### src/rtl/mac_dot_sequencer.sv
// Streams (W, I) operand pairs into an external MAC pipeline, rotating P partial-sum
// slots to cover the MAC latency, then reduces the slots into one dot-product result.
module mac_dot_sequencer #(
    parameter int DataInWidth         = 32,
    parameter int MUL_Pipeline_Stages = 5,
    parameter int LenWidth            = 16
) (
    input  logic                   clk,
    input  logic                   rst,
    input  logic                   start,
    input  logic [LenWidth-1:0]    len,
    output logic                   busy,
    input  logic                   in_valid,
    output logic                   in_ready,
    input  logic [DataInWidth-1:0] w_in,
    input  logic [DataInWidth-1:0] i_in,
    output logic                   mac_nop,
    output logic [DataInWidth-1:0] mac_w,
    output logic [DataInWidth-1:0] mac_i,
    output logic [DataInWidth-1:0] mac_o,
    input  logic                   mac_nop_out,
    input  logic [DataInWidth-1:0] mac_data,
    output logic                   res_valid,
    input  logic                   res_ready,
    output logic [DataInWidth-1:0] res_data
);

    localparam int P  = MUL_Pipeline_Stages + 1;
    localparam int SW = (P > 1) ? $clog2(P) : 1;

    typedef enum logic [2:0] {IDLE, ISSUE, DRAIN, REDUCE, DONE} state_t;

    state_t                 state, state_nx;
    logic [DataInWidth-1:0] slot [P];
    logic [P-1:0]           pending;
    logic [SW-1:0]          s_idx, r_idx, red_idx;
    logic [LenWidth-1:0]    len_q, count;
    logic [DataInWidth-1:0] acc;
    logic                   accept, ret_fire;

    function automatic logic [SW-1:0] wrap_inc(input logic [SW-1:0] v);
        return (v == SW'(P - 1)) ? '0 : v + 1'b1;
    endfunction

    assign busy     = (state != IDLE);
    assign in_ready = (state == ISSUE) && !pending[s_idx];
    assign accept   = in_ready && in_valid;
    // Returns come back in issue order, so r_idx always names the oldest outstanding slot.
    assign ret_fire = busy && !mac_nop_out && pending[r_idx];

    // NOTE: every always_comb output gets a default first, so no path can infer a latch.
    always_comb begin
        state_nx = state;
        case (state)
            IDLE:   if (start) state_nx = (len == '0) ? DONE : ISSUE;
            ISSUE:  if (accept && (count == len_q - 1'b1)) state_nx = DRAIN;
            DRAIN:  if (pending == '0) state_nx = REDUCE;
            REDUCE: if (red_idx == SW'(P - 1)) state_nx = DONE;
            DONE:   if (res_ready) state_nx = IDLE;
            default: state_nx = IDLE;
        endcase
    end

    // NOTE: sequential state uses non-blocking assignments only, so every register
    // samples pre-edge values regardless of statement order.
    always_ff @(posedge clk) begin
        if (rst) begin
            state     <= IDLE;
            pending   <= '0;
            s_idx     <= '0;
            r_idx     <= '0;
            red_idx   <= '0;
            len_q     <= '0;
            count     <= '0;
            acc       <= '0;
            mac_nop   <= 1'b1;
            mac_w     <= '0;
            mac_i     <= '0;
            mac_o     <= '0;
            res_valid <= 1'b0;
            res_data  <= '0;
            // NOTE: the slot array is reset explicitly; a mid-job reset must not leak
            // stale partial sums into the next job.
            for (int k = 0; k < P; k++) slot[k] <= '0;
        end else begin
            state <= state_nx;

            if (accept) begin
                mac_nop <= 1'b0;
                mac_w   <= w_in;
                mac_i   <= i_in;
                mac_o   <= slot[s_idx];
            end else begin
                mac_nop <= 1'b1;
            end

            if (ret_fire) begin
                slot[r_idx]    <= mac_data;
                pending[r_idx] <= 1'b0;
                r_idx          <= wrap_inc(r_idx);
            end

            case (state)
                IDLE: begin
                    if (start) begin
                        len_q <= len;
                        s_idx <= '0;
                        r_idx <= '0;
                        count <= '0;
                        if (len == '0) begin
                            res_data  <= '0;
                            res_valid <= 1'b1;
                        end
                    end
                end
                ISSUE: begin
                    if (accept) begin
                        pending[s_idx] <= 1'b1;
                        s_idx          <= wrap_inc(s_idx);
                        count          <= count + 1'b1;
                    end
                end
                DRAIN: begin
                    acc     <= '0;
                    red_idx <= '0;
                end
                REDUCE: begin
                    acc     <= acc + slot[red_idx];
                    red_idx <= wrap_inc(red_idx);
                    if (red_idx == SW'(P - 1)) begin
                        res_data  <= acc + slot[red_idx];
                        res_valid <= 1'b1;
                    end
                end
                DONE: begin
                    if (res_ready) begin
                        res_valid <= 1'b0;
                        for (int k = 0; k < P; k++) slot[k] <= '0;
                    end
                end
                default: ;
            endcase
        end
    end

endmodule

### config.mk
export PLATFORM = sky130hd
export DESIGN_NAME = mac_dot_sequencer
export DESIGN_NICKNAME = d
export VERILOG_FILES = /design/src/rtl/mac_dot_sequencer.sv
export SDC_FILE = /design/constraint.sdc
export NUM_CORES = 1
export LEC_CHECK = 0
export ABC_AREA = 1
export ABC_CLOCK_PERIOD_IN_PS = 7500
export CAP_MARGIN = 20
export CORE_ASPECT_RATIO = 0.75
export CORE_MARGIN = 4
export CORE_UTILIZATION = 30
export CTS_CLUSTER_DIAMETER = 30
export DETAILED_ROUTE_END_ITERATION = 8
export DONT_BUFFER_PORTS = 1
export HOLD_SLACK_MARGIN = 0.05
export SLEW_MARGIN = 15
export SYNTH_ARGS = -nofsm -noshare
export SYNTH_HDL_FRONTEND = slang
export SYNTH_SLANG_ARGS = --single-unit
export TNS_END_PERCENT = 50
### constraint.sdc
create_clock -name clk -period 7.5 [get_ports clk]
set_clock_uncertainty 0.05 [all_clocks]
set_input_delay 1.125 -clock clk [delete_from_list [all_inputs] [get_ports clk]]
set_output_delay 1.125 -clock clk [all_outputs]
set_load 0.05 [all_outputs]
* Yosys cells after proc, flatten, opt, wreduce, memory -nomap -nowiden
Memory sizes are Yosys's and may differ from the RTL's. A register that Yosys moved wholly into a read port is not among the register bits.
Cells that the tools add are included.
W data, S select, Z words.
** Operators by class
- Reductions and logical operators :: 23
- Bitwise logic cells :: 27
- $add $sub $neg :: 6
- Muxes and demuxes :: 63
- Order comparisons :: 4
- Eq/ne operators :: 21
** Operators with widths (count)
- $mux W32 :: 10
- $pmux W32 S2 :: 2
- $mux W3 :: 17
- $add A32 B32 Y32 :: 1
- $mux W16 :: 2
- $pmux W16 S2 :: 1
- $reduce_or A32 Y1 :: 1
- $eq A3 B3 Y1 const B :: 10
- $mux W6 :: 4
- $mux W1 :: 19
- $add A16 B1 Y16 const B :: 1
- $eq A16 B16 Y1 :: 1
- $logic_not A16 Y1 :: 1
- $sub A16 B1 Y16 const B :: 1
- $pmux W3 S5 :: 1
- $and A1 B1 Y1 :: 12
- $ne A2 B2 Y1 const B :: 6
- $pmux W3 S2 :: 2
- $reduce_and A5 Y1 :: 2
- $add A3 B1 Y3 const B :: 3
- $lt A3 B4 Y1 const B :: 2
- $logic_and A1 B1 Y1 :: 7
- $and A6 B6 Y6 :: 1
- $bmux W1 S3 :: 2
- other kinds (18) :: 35
** Storage, ports and cells
- Flip-flop bits (word level) :: 180
- Memory bits (writable) :: 192
- Output and inout port bits :: 132
- Logic and storage cells :: 158
- Memories :: 1
- Bits of input ports :: 118
** Memories
- slot :: depth 6, bits a word 32, read ports 2, clocked after Yosys merged registers in 2, wr ports 6, line 34 : logic [DataInWidth-1:0] slot [P];

* Depth between registers and ports, before layout
- Depth in word-level cells :: 14
- Depth in mapped cells :: 23
- Depth with buffers taken out :: 20

* Least setup slack after synthesis
OpenSTA, ideal clock, no wires.
- Kind :: reg-to-reg
- Start point :: register (tool-made name)
- End point :: register acc[20]
- Cell stages (with the launch flop) :: 18
- Slack :: 4331 ps
- Buffers on the path :: 3
- Data required time :: 7318 ps
- Setup time :: 132 ps
- Arrival time :: 2987 ps
- Period minus slack after synthesis :: 3169 ps
- Cell sequence :: dfxtp_1 > inv_1 > clkbuf_1 > clkbuf_1 > clkbuf_1 > o21ai_0 > a31oi_1 > ha_1 > fa_1 > inv_1 > o31ai_1 > nand3_1 > nand2_1 > nand2_1 > o21ai_0 > a21oi_1 > o21ai_0 > a21oi_1
** RTL lines
- end signal: assignment :: line 128 : acc <= acc + slot[red_idx];
- end: declaration :: line 38 : logic [DataInWidth-1:0] acc;

==> results_dict.tcl <==
set metrics [dict create \
    via_per_inst 5.07 \
    rsz0062_at_grt "no" \
    cts_repair_resize_count 0 \
    pin_count_of_the_biggest_net_entering_global_routing 113 \
    switching_share 0.345 \
    min_delay_path_depth 2 \
    insertion_delay_of_the_later_clocked_pin_in_the_worst_skew_pair_ns 0.64 \
    overall_die_width_um 328 \
    ctsHoldBuffers 0 \
    n_fill_cell 7755 \
    nets 3048 \
    leakagePower_nw 10.8 \
    regArea_um2 12000 \
    worst_setup_path_end_kind "flip-flop" \
    postCtsSetupRepairBufs 0 \
    power_per_standard_cell_area_nw_per_um2 363 \
    dp_cells 3816 \
    cts_buffer_count 97 \
    post-synth-top-area-cell "sky130_fd_sc_hd__edfxtp_1" \
    synth_top_flop_cell "sky130_fd_sc_hd__edfxtp_1" \
    final_cell_count_no_fill 4005 \
    cell_internal_pwr_mw 6.61 \
    route.vias.total 20300 \
    timing.critical_path.depth 17 \
    share_seq_of_total_power 0.349 \
    critical_path.most_common_cell "sky130_fd_sc_hd__nand2_1" \
    core_region_area_um2 75500 \
    max_capacitance_violation_total 0 \
    post_synth.cell_area_avg_um2 8.02 \
    switching_power_mw 3.48 \
    fmax_ghz 0.198 \
    slew_viol_final 0 \
    fin_tns_setup_ns 0 \
    number_of_global_route_vias_before_repair 18400 \
    critical-path-slowest-cell "sky130_fd_sc_hd__clkinv_2" \
    synth_cell_type_count 47 \
    power.share.clock 0.460 \
    stdcell_area_um2 27800 \
    async_reset_ff_frac 0 \
    cts_tree "built" \
    cts.root.buffer_cell "sky130_fd_sc_hd__clkbuf_16" \
    layout_cell_share_with_drive_strength_beyond_1 0.0822 \
    timing.critical_path.buf_inv 2 \
    cts_max_level 3 \
    flow.area_growth_from_synthesis_pct 20.7 \
    timing.reg2reg.worst_path_depth 17 \
    dp_hpwl_um 49500 \
    grt_util_all_layers 0.182 \
    combPwrFrac 0.191 \
    synth_seq_area_share 0.521 \
    remaining_drc_errors 0 \
    cts.clk_slew.worst_paths_ns 0.05 \
    path_cells "clkinv_2, a21oi_1, o21ai_0, nand2_1, nor2_1, a31oi_1, ha_1, a21oi_1, nand2_1, a21oi_1, inv_1, nand2_1, nand2_1, nand2_1, nand2_1, o21ai_0, a21oi_1" \
    finalHoldViolations 0 \
    critical-path-max-stage-delay_ns 0.75 \
    critPathLaunchType "flip-flop" \
    count_of_flip_flops_with_a_built_in_enable_after_synthesis 256 \
    ys_ff_latch 471 \
    cp_data_required_time_ns 7.94 \
    synthCells 2868 \
    worst-setup-path-type "reg2reg" \
    die_h_um 248 \
    dieArea_um2 81200 \
    setup.reg_to_reg.worst_slack_ns 2.45 \
    cts.sinks 471 \
    min_path_type "reg2reg" \
    number_of_design_rule_violations_left_by_the_first_detailed_router_iteration 2266 \
    fin_hold_ws_ns 0.416 \
    setup-violations-final 0 \
    total_power_mw 10.1 \
    worst_ir_drop_vdd_uv 165 \
    starting_density 0.304 \
    finalCriticalPeriod_ns 5.05 \
    io-pin-count 250 \
    tightest_slew_ns 1.08 \
    maxSlewHeadroom 0.279 \
    synthTopCellsByArea "sky130_fd_sc_hd__edfxtp_1 (33%), sky130_fd_sc_hd__dfxtp_1 (19%), sky130_fd_sc_hd__a21oi_1 (9.7%)" \
    multiInputGateArea_um2 9640 \
    critical-path-top-delay-family "compound AO/OA/AOI/OAI gates" \
    antenna_found_initial 2 \
    worstPathArrival_ns 5.49 \
    drtPass1Iterations 5 \
    yosysTopAreaCellShare 0.334 \
    outcome "finished, final reports clean" \
    synth-warning-count 0 \
    max-clock-path-buffers 3 \
    routed_wirelength_um 77700 \
    critical_path_peak_fanout 58 \
    synth.cell_area_um2 23000 \
    detail-route-antenna-nets 0 \
    timing.final.crit_share 0.674 \
    placed_cell_area_um2 24100 \
    grt_pass1_wl_um 114000 \
    io_buffer_count 0 \
    grt_remaining_overflow 0 \
    gp_congestion 0.928 \
    num_rows 87 \
    final_routed_wire_length_divided_by_cell_count_um 19.4 \
]
logic make-up (layout without fill, tap and decap cells):
group,Yosys count,count (layout),share of synthesized area
buffers and inverters,424,472,0.0707
xor gates and xnor gates,14,14,0.00533
DFF,471,471,0.521
AOI/OAI and AO/OA,922,922,0.208
other,1,67,0.000163
and+or+nand+nor,1001,1001,0.175
adders and majority gates,35,35,0.0194
placed cells by master (no fill, tap or decap), drive strengths merged, types with 2 or more instances in the layout:
master	count
nor3	25
edfxtp	256
a21o	2
diode	3
nor4	4
o211ai	12
o21ai	389
a211oi	12
dfxtp	215
xor2	7
o221ai	3
xnor2	7
a21oi	447
bufinv	16
o21a	4
clkbuf	116
inv	267
nor2	345
clkinv	30
o22ai	2
or2	4
conb	64
nand3	98
a22oi	4
nand4	8
a31oi	38
buf	32
nand2	510
ha	34
clkinvlp	11
o21bai	3
nand3b	5
stage by stage:
stage	utilization	worst slack, ns
after global placement	0.319	2.69
final	0.367	2.45
after global routing	0.367	2.13
after floorplan	-	4.33
after CTS	0.367	2.64
after detailed placement	0.319	2.67
synthesized netlist by cell type (2+ instances only):
master,n
sky130_fd_sc_hd__a211oi_1,12
sky130_fd_sc_hd__a21o_1,2
sky130_fd_sc_hd__a21oi_1,447
sky130_fd_sc_hd__a22oi_1,4
sky130_fd_sc_hd__a31oi_1,38
sky130_fd_sc_hd__buf_1,14
sky130_fd_sc_hd__buf_2,28
sky130_fd_sc_hd__clkbuf_1,125
sky130_fd_sc_hd__clkinv_1,2
sky130_fd_sc_hd__dfxtp_1,215
sky130_fd_sc_hd__edfxtp_1,256
sky130_fd_sc_hd__ha_1,34
sky130_fd_sc_hd__inv_1,247
sky130_fd_sc_hd__inv_2,8
sky130_fd_sc_hd__nand2_1,507
sky130_fd_sc_hd__nand2_2,2
sky130_fd_sc_hd__nand3_1,96
sky130_fd_sc_hd__nand3_2,2
sky130_fd_sc_hd__nand3b_1,5
sky130_fd_sc_hd__nand4_1,8
sky130_fd_sc_hd__nor2_1,338
sky130_fd_sc_hd__nor2_2,7
sky130_fd_sc_hd__nor3_1,24
sky130_fd_sc_hd__nor4_1,4
sky130_fd_sc_hd__o211ai_1,12
sky130_fd_sc_hd__o21a_1,4
sky130_fd_sc_hd__o21ai_0,386
sky130_fd_sc_hd__o21ai_1,3
sky130_fd_sc_hd__o21bai_1,3
sky130_fd_sc_hd__o221ai_1,3
sky130_fd_sc_hd__o22ai_1,2
sky130_fd_sc_hd__or2_2,3
sky130_fd_sc_hd__xnor2_1,7
sky130_fd_sc_hd__xor2_1,7
registers in the layout (all words and copies together), names as in the netlist, named ones only:
| signal | count |
|---|---|
| mac_w | 32 |
| res_data | 32 |
| mac_o | 32 |
| pending | 6 |
| mac_nop | 1 |
| res_valid | 1 |
| mac_i | 32 |
| acc | 32 |
| len_q | 16 |
| r_idx | 3 |
| state | 3 |
| slot | 256 |
| s_idx | 3 |
| count | 16 |
| red_idx | 3 |
power groups by stage:
stage	combinational (mW)	clock (mW)	sequential (mW)
detailed placement	1.87	0	3.57
finish	1.92	4.64	3.52
global route	2.12	4.84	3.55
global placement	1.85	0	3.57
floorplan	1.37	0	3.42
CTS	1.88	4.70	3.52
tightest hold or removal path, delay by kind of cell, from the launching register on:
kind	cells	cell delay, ns
AO/OA/AOI/OAI	1	0.05
flip-flops	1	0.31
AND/OR/NAND/NOR	1	0.06
per-layer routing:
| layer | vias to the layer above | GRT usage | share of wire |
|---|---|---|---|
| met5 | - | 0 | 0 |
| met2 | 905 | 0.263 | 0.42 |
| met1 | 9505 | 0.261 | 0.45 |
| li1 | 9792 | - | - |
| met3 | 115 | 0.0616 | 0.11 |
| met4 | 0 | 0.0449 | 0.017 |
final timing paths:
check,start,endpoint
worst max register to register,flip-flop,acc[13]
worst max-delay path,flip-flop,acc[13]
worst min-delay path,acc[0],acc[0]
worst min register to register,acc[0],acc[0]
area by class of cell:
class | instances | share of cell area
Sequential cell | 471 | 0.432
Multi-Input combinational cell | 2036 | 0.347
Clock buffer | 116 | 0.0963
Tap cell | 1023 | 0.0461
Inverter | 257 | 0.0348
Clock inverter | 67 | 0.0328
Timing Repair Buffer | 32 | 0.00996
Antenna cell | 3 | 0.000270
No activity file was read; power rests on OpenSTA's default activity.
